File: src/rtl/dcache_ctrl_if.sv
// CPU/memory bundle for the L1 data cache controller.
// slave: the cache controller; master: pipeline plus data memory.
interface dcache_ctrl_if;
    logic        cpu_ren;
    logic        cpu_wen;
    logic [31:0] cpu_addr;
    logic [31:0] cpu_din;
    logic [31:0] cpu_dout;
    logic        cpu_stall;
    logic        mem_ren;
    logic        mem_wen;
    logic [31:0] mem_addr;
    logic [31:0] mem_din;
    logic [31:0] mem_dout;

    modport slave (
        input  cpu_ren, cpu_wen, cpu_addr, cpu_din, mem_dout,
        output cpu_dout, cpu_stall, mem_ren, mem_wen, mem_addr, mem_din
    );

    modport master (
        output cpu_ren, cpu_wen, cpu_addr, cpu_din, mem_dout,
        input  cpu_dout, cpu_stall, mem_ren, mem_wen, mem_addr, mem_din
    );
endinterface

File: src/rtl/dcache_ctrl.sv
// Direct-mapped, write-through, no-write-allocate L1 data cache.
// Read hits are served combinationally; misses and stores stall.
module dcache_ctrl #(
    parameter int LINES       = 16,
    parameter int BLOCK_WORDS = 4,
    parameter int MEM_LATENCY = 2
) (
    input  logic         clock,
    input  logic         reset,
    dcache_ctrl_if.slave bus
);
    localparam int OB = $clog2(BLOCK_WORDS);
    localparam int IB = $clog2(LINES);
    localparam int TB = 32 - OB - IB;
    localparam int LW = (MEM_LATENCY > 1) ? $clog2(MEM_LATENCY) : 1;

    typedef enum logic [1:0] {IDLE, REFILL, WRITE, WDONE} state_t;

    state_t           state, state_nxt;
    logic [LW-1:0]    lat_cnt, lat_nxt;
    logic [OB-1:0]    word_cnt, word_nxt;
    logic [31:0]      addr_q, data_q;
    logic [LINES-1:0] valid;
    logic [TB-1:0]    tags  [LINES];
    logic [31:0]      words [LINES][BLOCK_WORDS];

    logic [OB-1:0] cpu_off, l_off;
    logic [IB-1:0] cpu_idx, l_idx;
    logic [TB-1:0] cpu_tag, l_tag;
    logic          cpu_hit, l_hit, lat_last, word_last;
    logic          start_miss, start_write;

    assign cpu_off   = bus.cpu_addr[OB-1:0];
    assign cpu_idx   = bus.cpu_addr[OB+IB-1:OB];
    assign cpu_tag   = bus.cpu_addr[31:OB+IB];
    assign l_off     = addr_q[OB-1:0];
    assign l_idx     = addr_q[OB+IB-1:OB];
    assign l_tag     = addr_q[31:OB+IB];
    assign cpu_hit   = valid[cpu_idx] && (tags[cpu_idx] == cpu_tag);
    assign l_hit     = valid[l_idx] && (tags[l_idx] == l_tag);
    assign lat_last  = (lat_cnt == LW'(MEM_LATENCY - 1));
    assign word_last = (word_cnt == OB'(BLOCK_WORDS - 1));

    always_comb begin
        state_nxt     = state;
        lat_nxt       = lat_cnt;
        word_nxt      = word_cnt;
        start_miss    = 1'b0;
        start_write   = 1'b0;
        bus.cpu_dout  = '0;
        bus.cpu_stall = 1'b0;
        bus.mem_ren   = 1'b0;
        bus.mem_wen   = 1'b0;
        bus.mem_addr  = '0;
        bus.mem_din   = '0;
        unique case (state)
            IDLE: begin
                if (bus.cpu_wen) begin
                    bus.cpu_stall = 1'b1;
                    start_write   = 1'b1;
                    lat_nxt       = '0;
                    state_nxt     = WRITE;
                end else if (bus.cpu_ren) begin
                    if (cpu_hit) begin
                        bus.cpu_dout = words[cpu_idx][cpu_off];
                    end else begin
                        bus.cpu_stall = 1'b1;
                        start_miss    = 1'b1;
                        lat_nxt       = '0;
                        word_nxt      = '0;
                        state_nxt     = REFILL;
                    end
                end
            end
            REFILL: begin
                bus.cpu_stall = 1'b1;
                bus.mem_ren   = 1'b1;
                bus.mem_addr  = {addr_q[31:OB], word_cnt};
                if (lat_last) begin
                    lat_nxt  = '0;
                    word_nxt = word_cnt + OB'(1);
                    if (word_last) state_nxt = IDLE;
                end else begin
                    lat_nxt = lat_cnt + LW'(1);
                end
            end
            WRITE: begin
                bus.cpu_stall = 1'b1;
                bus.mem_wen   = 1'b1;
                bus.mem_addr  = addr_q;
                bus.mem_din   = data_q;
                if (lat_last) begin
                    lat_nxt   = '0;
                    state_nxt = WDONE;
                end else begin
                    lat_nxt = lat_cnt + LW'(1);
                end
            end
            WDONE: state_nxt = IDLE;
            default: state_nxt = IDLE;
        endcase
        // a request held across reset must not freeze the pipeline
        if (!reset) bus.cpu_stall = 1'b0;
    end

    always_ff @(posedge clock or negedge reset) begin
        if (!reset) begin
            state    <= IDLE;
            lat_cnt  <= '0;
            word_cnt <= '0;
            addr_q   <= '0;
            data_q   <= '0;
            valid    <= '0;
        end else begin
            state    <= state_nxt;
            lat_cnt  <= lat_nxt;
            word_cnt <= word_nxt;
            if (start_write) begin
                addr_q <= bus.cpu_addr;
                data_q <= bus.cpu_din;
            end
            if (start_miss) begin
                addr_q         <= bus.cpu_addr;
                valid[cpu_idx] <= 1'b0;
            end
            if (state == REFILL && lat_last && word_last) valid[l_idx] <= 1'b1;
        end
    end

    // Tag and data arrays carry no reset; valid bits gate them.
    always_ff @(posedge clock) begin
        if (state == REFILL && lat_last) begin
            words[l_idx][word_cnt] <= bus.mem_dout;
            if (word_last) tags[l_idx] <= l_tag;
        end
        if (state == WRITE && lat_last && l_hit) words[l_idx][l_off] <= data_q;
    end
endmodule
File: src/flat_wrapper.sv
// flat-port wrapper written by rule: the top's interface ports become plain ports
module dcache_ctrl_flat 
#(
    parameter int LINES       = 16,
    parameter int BLOCK_WORDS = 4,
    parameter int MEM_LATENCY = 2
)
  (clock, reset, bus_cpu_ren, bus_cpu_wen, bus_cpu_addr, bus_cpu_din, bus_mem_dout, bus_cpu_dout, bus_cpu_stall, bus_mem_ren, bus_mem_wen, bus_mem_addr, bus_mem_din);
  dcache_ctrl_if bus_i ();
  input  logic clock;
  input  logic reset;
  input wire logic [$bits(bus_i.cpu_ren)-1:0] bus_cpu_ren;
  input wire logic [$bits(bus_i.cpu_wen)-1:0] bus_cpu_wen;
  input wire logic [$bits(bus_i.cpu_addr)-1:0] bus_cpu_addr;
  input wire logic [$bits(bus_i.cpu_din)-1:0] bus_cpu_din;
  input wire logic [$bits(bus_i.mem_dout)-1:0] bus_mem_dout;
  output wire logic [$bits(bus_i.cpu_dout)-1:0] bus_cpu_dout;
  output wire logic [$bits(bus_i.cpu_stall)-1:0] bus_cpu_stall;
  output wire logic [$bits(bus_i.mem_ren)-1:0] bus_mem_ren;
  output wire logic [$bits(bus_i.mem_wen)-1:0] bus_mem_wen;
  output wire logic [$bits(bus_i.mem_addr)-1:0] bus_mem_addr;
  output wire logic [$bits(bus_i.mem_din)-1:0] bus_mem_din;
  assign bus_i.cpu_ren = bus_cpu_ren;
  assign bus_i.cpu_wen = bus_cpu_wen;
  assign bus_i.cpu_addr = bus_cpu_addr;
  assign bus_i.cpu_din = bus_cpu_din;
  assign bus_i.mem_dout = bus_mem_dout;
  assign bus_cpu_dout = bus_i.cpu_dout;
  assign bus_cpu_stall = bus_i.cpu_stall;
  assign bus_mem_ren = bus_i.mem_ren;
  assign bus_mem_wen = bus_i.mem_wen;
  assign bus_mem_addr = bus_i.mem_addr;
  assign bus_mem_din = bus_i.mem_din;
  dcache_ctrl #(.LINES(LINES), .BLOCK_WORDS(BLOCK_WORDS), .MEM_LATENCY(MEM_LATENCY)) u_core (.clock(clock), .reset(reset), .bus(bus_i));
endmodule
File: config.mk
export PLATFORM = sky130hd
export DESIGN_NAME = dcache_ctrl_flat
export DESIGN_NICKNAME = d
export VERILOG_FILES = /design/src/rtl/dcache_ctrl_if.sv /design/src/rtl/dcache_ctrl.sv /design/src/flat_wrapper.sv
export SDC_FILE = /design/constraint.sdc
export NUM_CORES = 2
export LEC_CHECK = 0
export ABC_AREA = 1
export CAP_MARGIN = 20
export CORE_MARGIN = 3
export CORE_UTILIZATION = 37
export CTS_CLUSTER_SIZE = 14
export DETAILED_ROUTE_END_ITERATION = 8
export PLACE_DENSITY = 0.58
export SLEW_MARGIN = 10
export SYNTH_ARGS = -nofsm -noshare
export SYNTH_HDL_FRONTEND = slang
export SYNTH_SLANG_ARGS = --single-unit
File: constraint.sdc
create_clock -name clock -period 6.2 [get_ports clock]
set_clock_uncertainty 0.15 [all_clocks]
set_input_delay 1.24 -clock clock [delete_from_list [all_inputs] [get_ports clock]]
set_output_delay 1.24 -clock clock [all_outputs]
set_load 0.02 [all_outputs]
==> flow_summary.json <==
{
  "cts_tree": "yes",
  "dp_hpwl_mm": 227,
  "grt_use_total": 0.255,
  "crit_path_top_delay_cell": "o31ai_1",
  "max-clock-path-buffers": 4,
  "min_period_over_period": 0.999,
  "status": "finished clean",
  "async_flop_share": 0.0333,
  "synth_area_sq_um": 104000,
  "leakage_uw": 0.0431,
  "arrival_ns": 4.81,
  "postCtsHoldBufs": 0,
  "hold_path_class": "input port to async pin",
  "grt_pass1_wl_mm": 533,
  "synth_area_per_cell_sq_um": 12.1,
  "grt_pass1_vias": 71600,
  "maxSlewViolCount": 0,
  "wl_met1_mm": 144,
  "num-nets-final": 9151,
  "grt_overflow": 0,
  "cts_sinks": 2549,
  "yosys_warnings": 0,
  "fmax_ghz": 0.161,
  "cts_root_buffer": "clkbuf_16",
  "first_pass_iters": 6,
  "die_h_um": 537,
  "synthCells": 8639,
  "synthFlopType": "edfxtp_1",
  "clk_pin_slew_ns": 0.05,
  "antenna_found_initial": 22,
  "fill_cells": 25300,
  "initial_core_util": 0.373,
  "yosysSeqAreaShare": 0.729,
  "crit_chain": "buf_8 > inv_4 > nand2_4 > buf_12 > buf_12 > buf_4 > nor2_1 > o31ai_1 > o2111ai_1 > nand3_1 > nand3_1 > buf_4 > nor3_4 > buf_4",
  "ir_drop_mv": 0.252,
  "pre_cts_slack_ns": -0.552,
  "cap_violations": 0,
  "ios": 199,
  "synth_edf_count": 2464,
  "rows": 194,
  "syn_nets": 8747,
  "fin_crit_ns": 6.20,
  "drc": 0,
  "wl_mm": 380,
  "rsz0062_at_grt": "false",
  "core-area_sq_um": 280000,
  "worstSkewPairLatency_ns": 0.87,
  "cts_setup_buffers": 0,
  "wl_met3_mm": 44.3,
  "setup-violations-final": 0,
  "dieArea_sq_um": 289000,
  "ys_ff_latch": 2549,
  "syn_to_final_growth_pct": 19.0,
  "cts_buffers": 280,
  "wl_met2_mm": 173,
  "crit_top_cell": "buf_4",
  "antenna_left": 0,
  "end_kind": "output port",
  "cp_num_buf_inv": 7,
  "cp_top_family": "buffers and inverters",
  "critPathRequiredTime_ns": 4.81,
  "die_x_um": 537,
  "first_iter_violations": 11100,
  "critPathMaxFanout": 60,
  "worstSetupPathType": "input port to output port",
  "fin_ws_ns": 0.00451,
  "htreeDepth": 5,
  "netlist-cell-type-count": 37,
  "dpl_cell_area_sq_um": 115000,
  "finalInstanceArea_sq_um": 124000,
  "cts_resized": 6,
  "hold_viol": 0,
  "max_stage_delay_ns": 0.50,
  "drive_gt1_frac": 0.113,
  "vias": 76200,
  "avgRoutedWirePerCell_um": 29.3,
  "grt_max_degree": 132,
  "worst_pin_slew_ns": 1.11,
  "p_per_area_nw_per_um2": 349,
  "vias_per_cell": 5.87,
  "io_buffers": 198,
  "place_congestion": 0.939,
  "fin_util": 0.444,
  "slew_headroom": 0.256,
  "critPathLaunchType": "input port",
  "highest_layer": "met5"
}
## registers in the layout (all words and copies together), names as in the netlist
register         cells
u_core.words      2048
u_core.tags        416
u_core.addr_q       32
u_core.data_q       32
u_core.valid        16
u_core.state         2
u_core.word_cnt      2
u_core.lat_cnt       1
## synth_stat cells, types with 85 or more instances
cell,instances,area share
edfxtp_1,2464,0.71
nand2_1,1881,0.068
nor3_1,899,0.043
nor2_1,770,0.028
o22ai_1,609,0.036
clkbuf_1,358,0.013
inv_1,263,0.0095
o21ai_0,244,0.012
nand3_1,184,0.0088
nand4_1,170,0.010
o31ai_1,162,0.012
buf_2,136,0.0065
a21oi_1,123,0.0059
dfrtp_1,85,0.020
## metrics by stage
stage | std cells | total power (uW) | TNS [ns] | hold WS, ns
4_1_cts | 13000 | 43300 | 0 | 0.140
3_5_place_dp | 12500 | 27400 | -1.73 | 0.338
5_1_grt | 13000 | 44600 | 0 | 0.172
2_1_floorplan | 8639 | 23900 | 0 | 0.316
6_report | 13000 | 43300 | 0 | 0.164
3_3_place_gp | 12500 | 27300 | -1.97 | 0.329
## layout make-up
class / count / area (sq um) / share of cell area
clock buffer: 353 / 7510 / 0.0604
multi-input combinational: 5234 / 25900 / 0.208
inverter: 274 / 1050 / 0.00848
tap: 3724 / 4660 / 0.0375
sequential: 2549 / 76100 / 0.613
antenna: 10 / 25.0 / 0.000201
clock inverter: 139 / 1190 / 0.00957
timing repair buffer: 704 / 7840 / 0.0631
## worst paths after layout
check	start	endpoint	slack, ns	cells after the start
worst max-delay path	bus_cpu_addr[3]	bus_cpu_dout[16]	0.005	14
worst min-delay path	reset	u_core.addr_q[24]	0.16	1
worst max register to register	u_core.addr_q[2]	u_core.words[14][124]	1.20	20
worst min register to register	u_core.valid[12]	u_core.valid[12]	0.36	2
max in group asynchronous	reset	u_core.data_q[27]	4.71	2
min in group clock	u_core.valid[12]	u_core.valid[12]	0.36	2
## logic make-up (layout without fill, tap and decap cells)
| family | count (synthesis) | in the layout | synth area share |
|---|---|---|---|
| compound gates | 1290 | 1290 | 0.0772 |
| fa+ha+maj | 8 | 8 | 0.000959 |
| buf+inv | 856 | 1470 | 0.0332 |
| flops | 2549 | 2549 | 0.729 |
| other cells | 0 | 10 | 0 |
| simple gates | 3936 | 3936 | 0.160 |
## report_power, final
| part | internal (uW) | switching [uW] |
|---|---|---|
| sequential | 19600 | 748 |
| clock | 9270 | 6820 |
| combinational | 1860 | 5050 |
| total | 30700 | 12600 |
## routing by layer
| layer | vias to the layer above | track usage |
|---|---|---|
| li1 | 32500 | - |
| met1 | 37800 | 0.341 |
| met2 | 5048 | 0.397 |
| met3 | 875 | 0.0607 |
| met4 | 2 | 0.111 |
| met5 | - | 0 |
## placed cells by master (no fill, tap or decap), drive strengths merged, types with 2 or more instances in the layout
| master | count |
|---|---|
| o211ai | 24 |
| nand3b | 17 |
| nand4 | 170 |
| o22ai | 609 |
| edfxtp | 2464 |
| o2111ai | 46 |
| a21oi | 123 |
| nor2 | 778 |
| buf | 533 |
| a21boi | 2 |
| clkinv | 103 |
| o31ai | 162 |
| diode | 10 |
| o21bai | 12 |
| nand2 | 1884 |
| clkinvlp | 9 |
| dlymetal6s2s | 7 |
| dfrtp | 85 |
| nor3b | 3 |
| inv | 285 |
| nand3 | 185 |
| ha | 8 |
| clkbuf | 353 |
| clkdlybuf4s50 | 164 |
| a22oi | 13 |
| o211a | 3 |
| bufinv | 16 |
| o21ai | 263 |
| nor3 | 899 |
| o221ai | 31 |
## worst register-to-register path, stage by stage, from the launching register on
cell and delay, ns:
dfrtp_1 0.43, buf_12 0.22, nand2_4 0.13, inv_2 0.04
buf_4 0.28, nand2_1 0.20, nand2_1 0.05, o21ai_0 0.20
nand2_1 0.12, o21ai_0 0.44, nand2_1 0.13, nor2_1 0.12
nand2_1 0.10, nor2_1 0.09, nand2_1 0.19, nor2_4 0.21
buf_12 0.23, nand2_4 0.25, buf_4 0.40, a21oi_4 0.24
buf_4 0.39
Note: power is estimated with default switching activity, not from simulation.
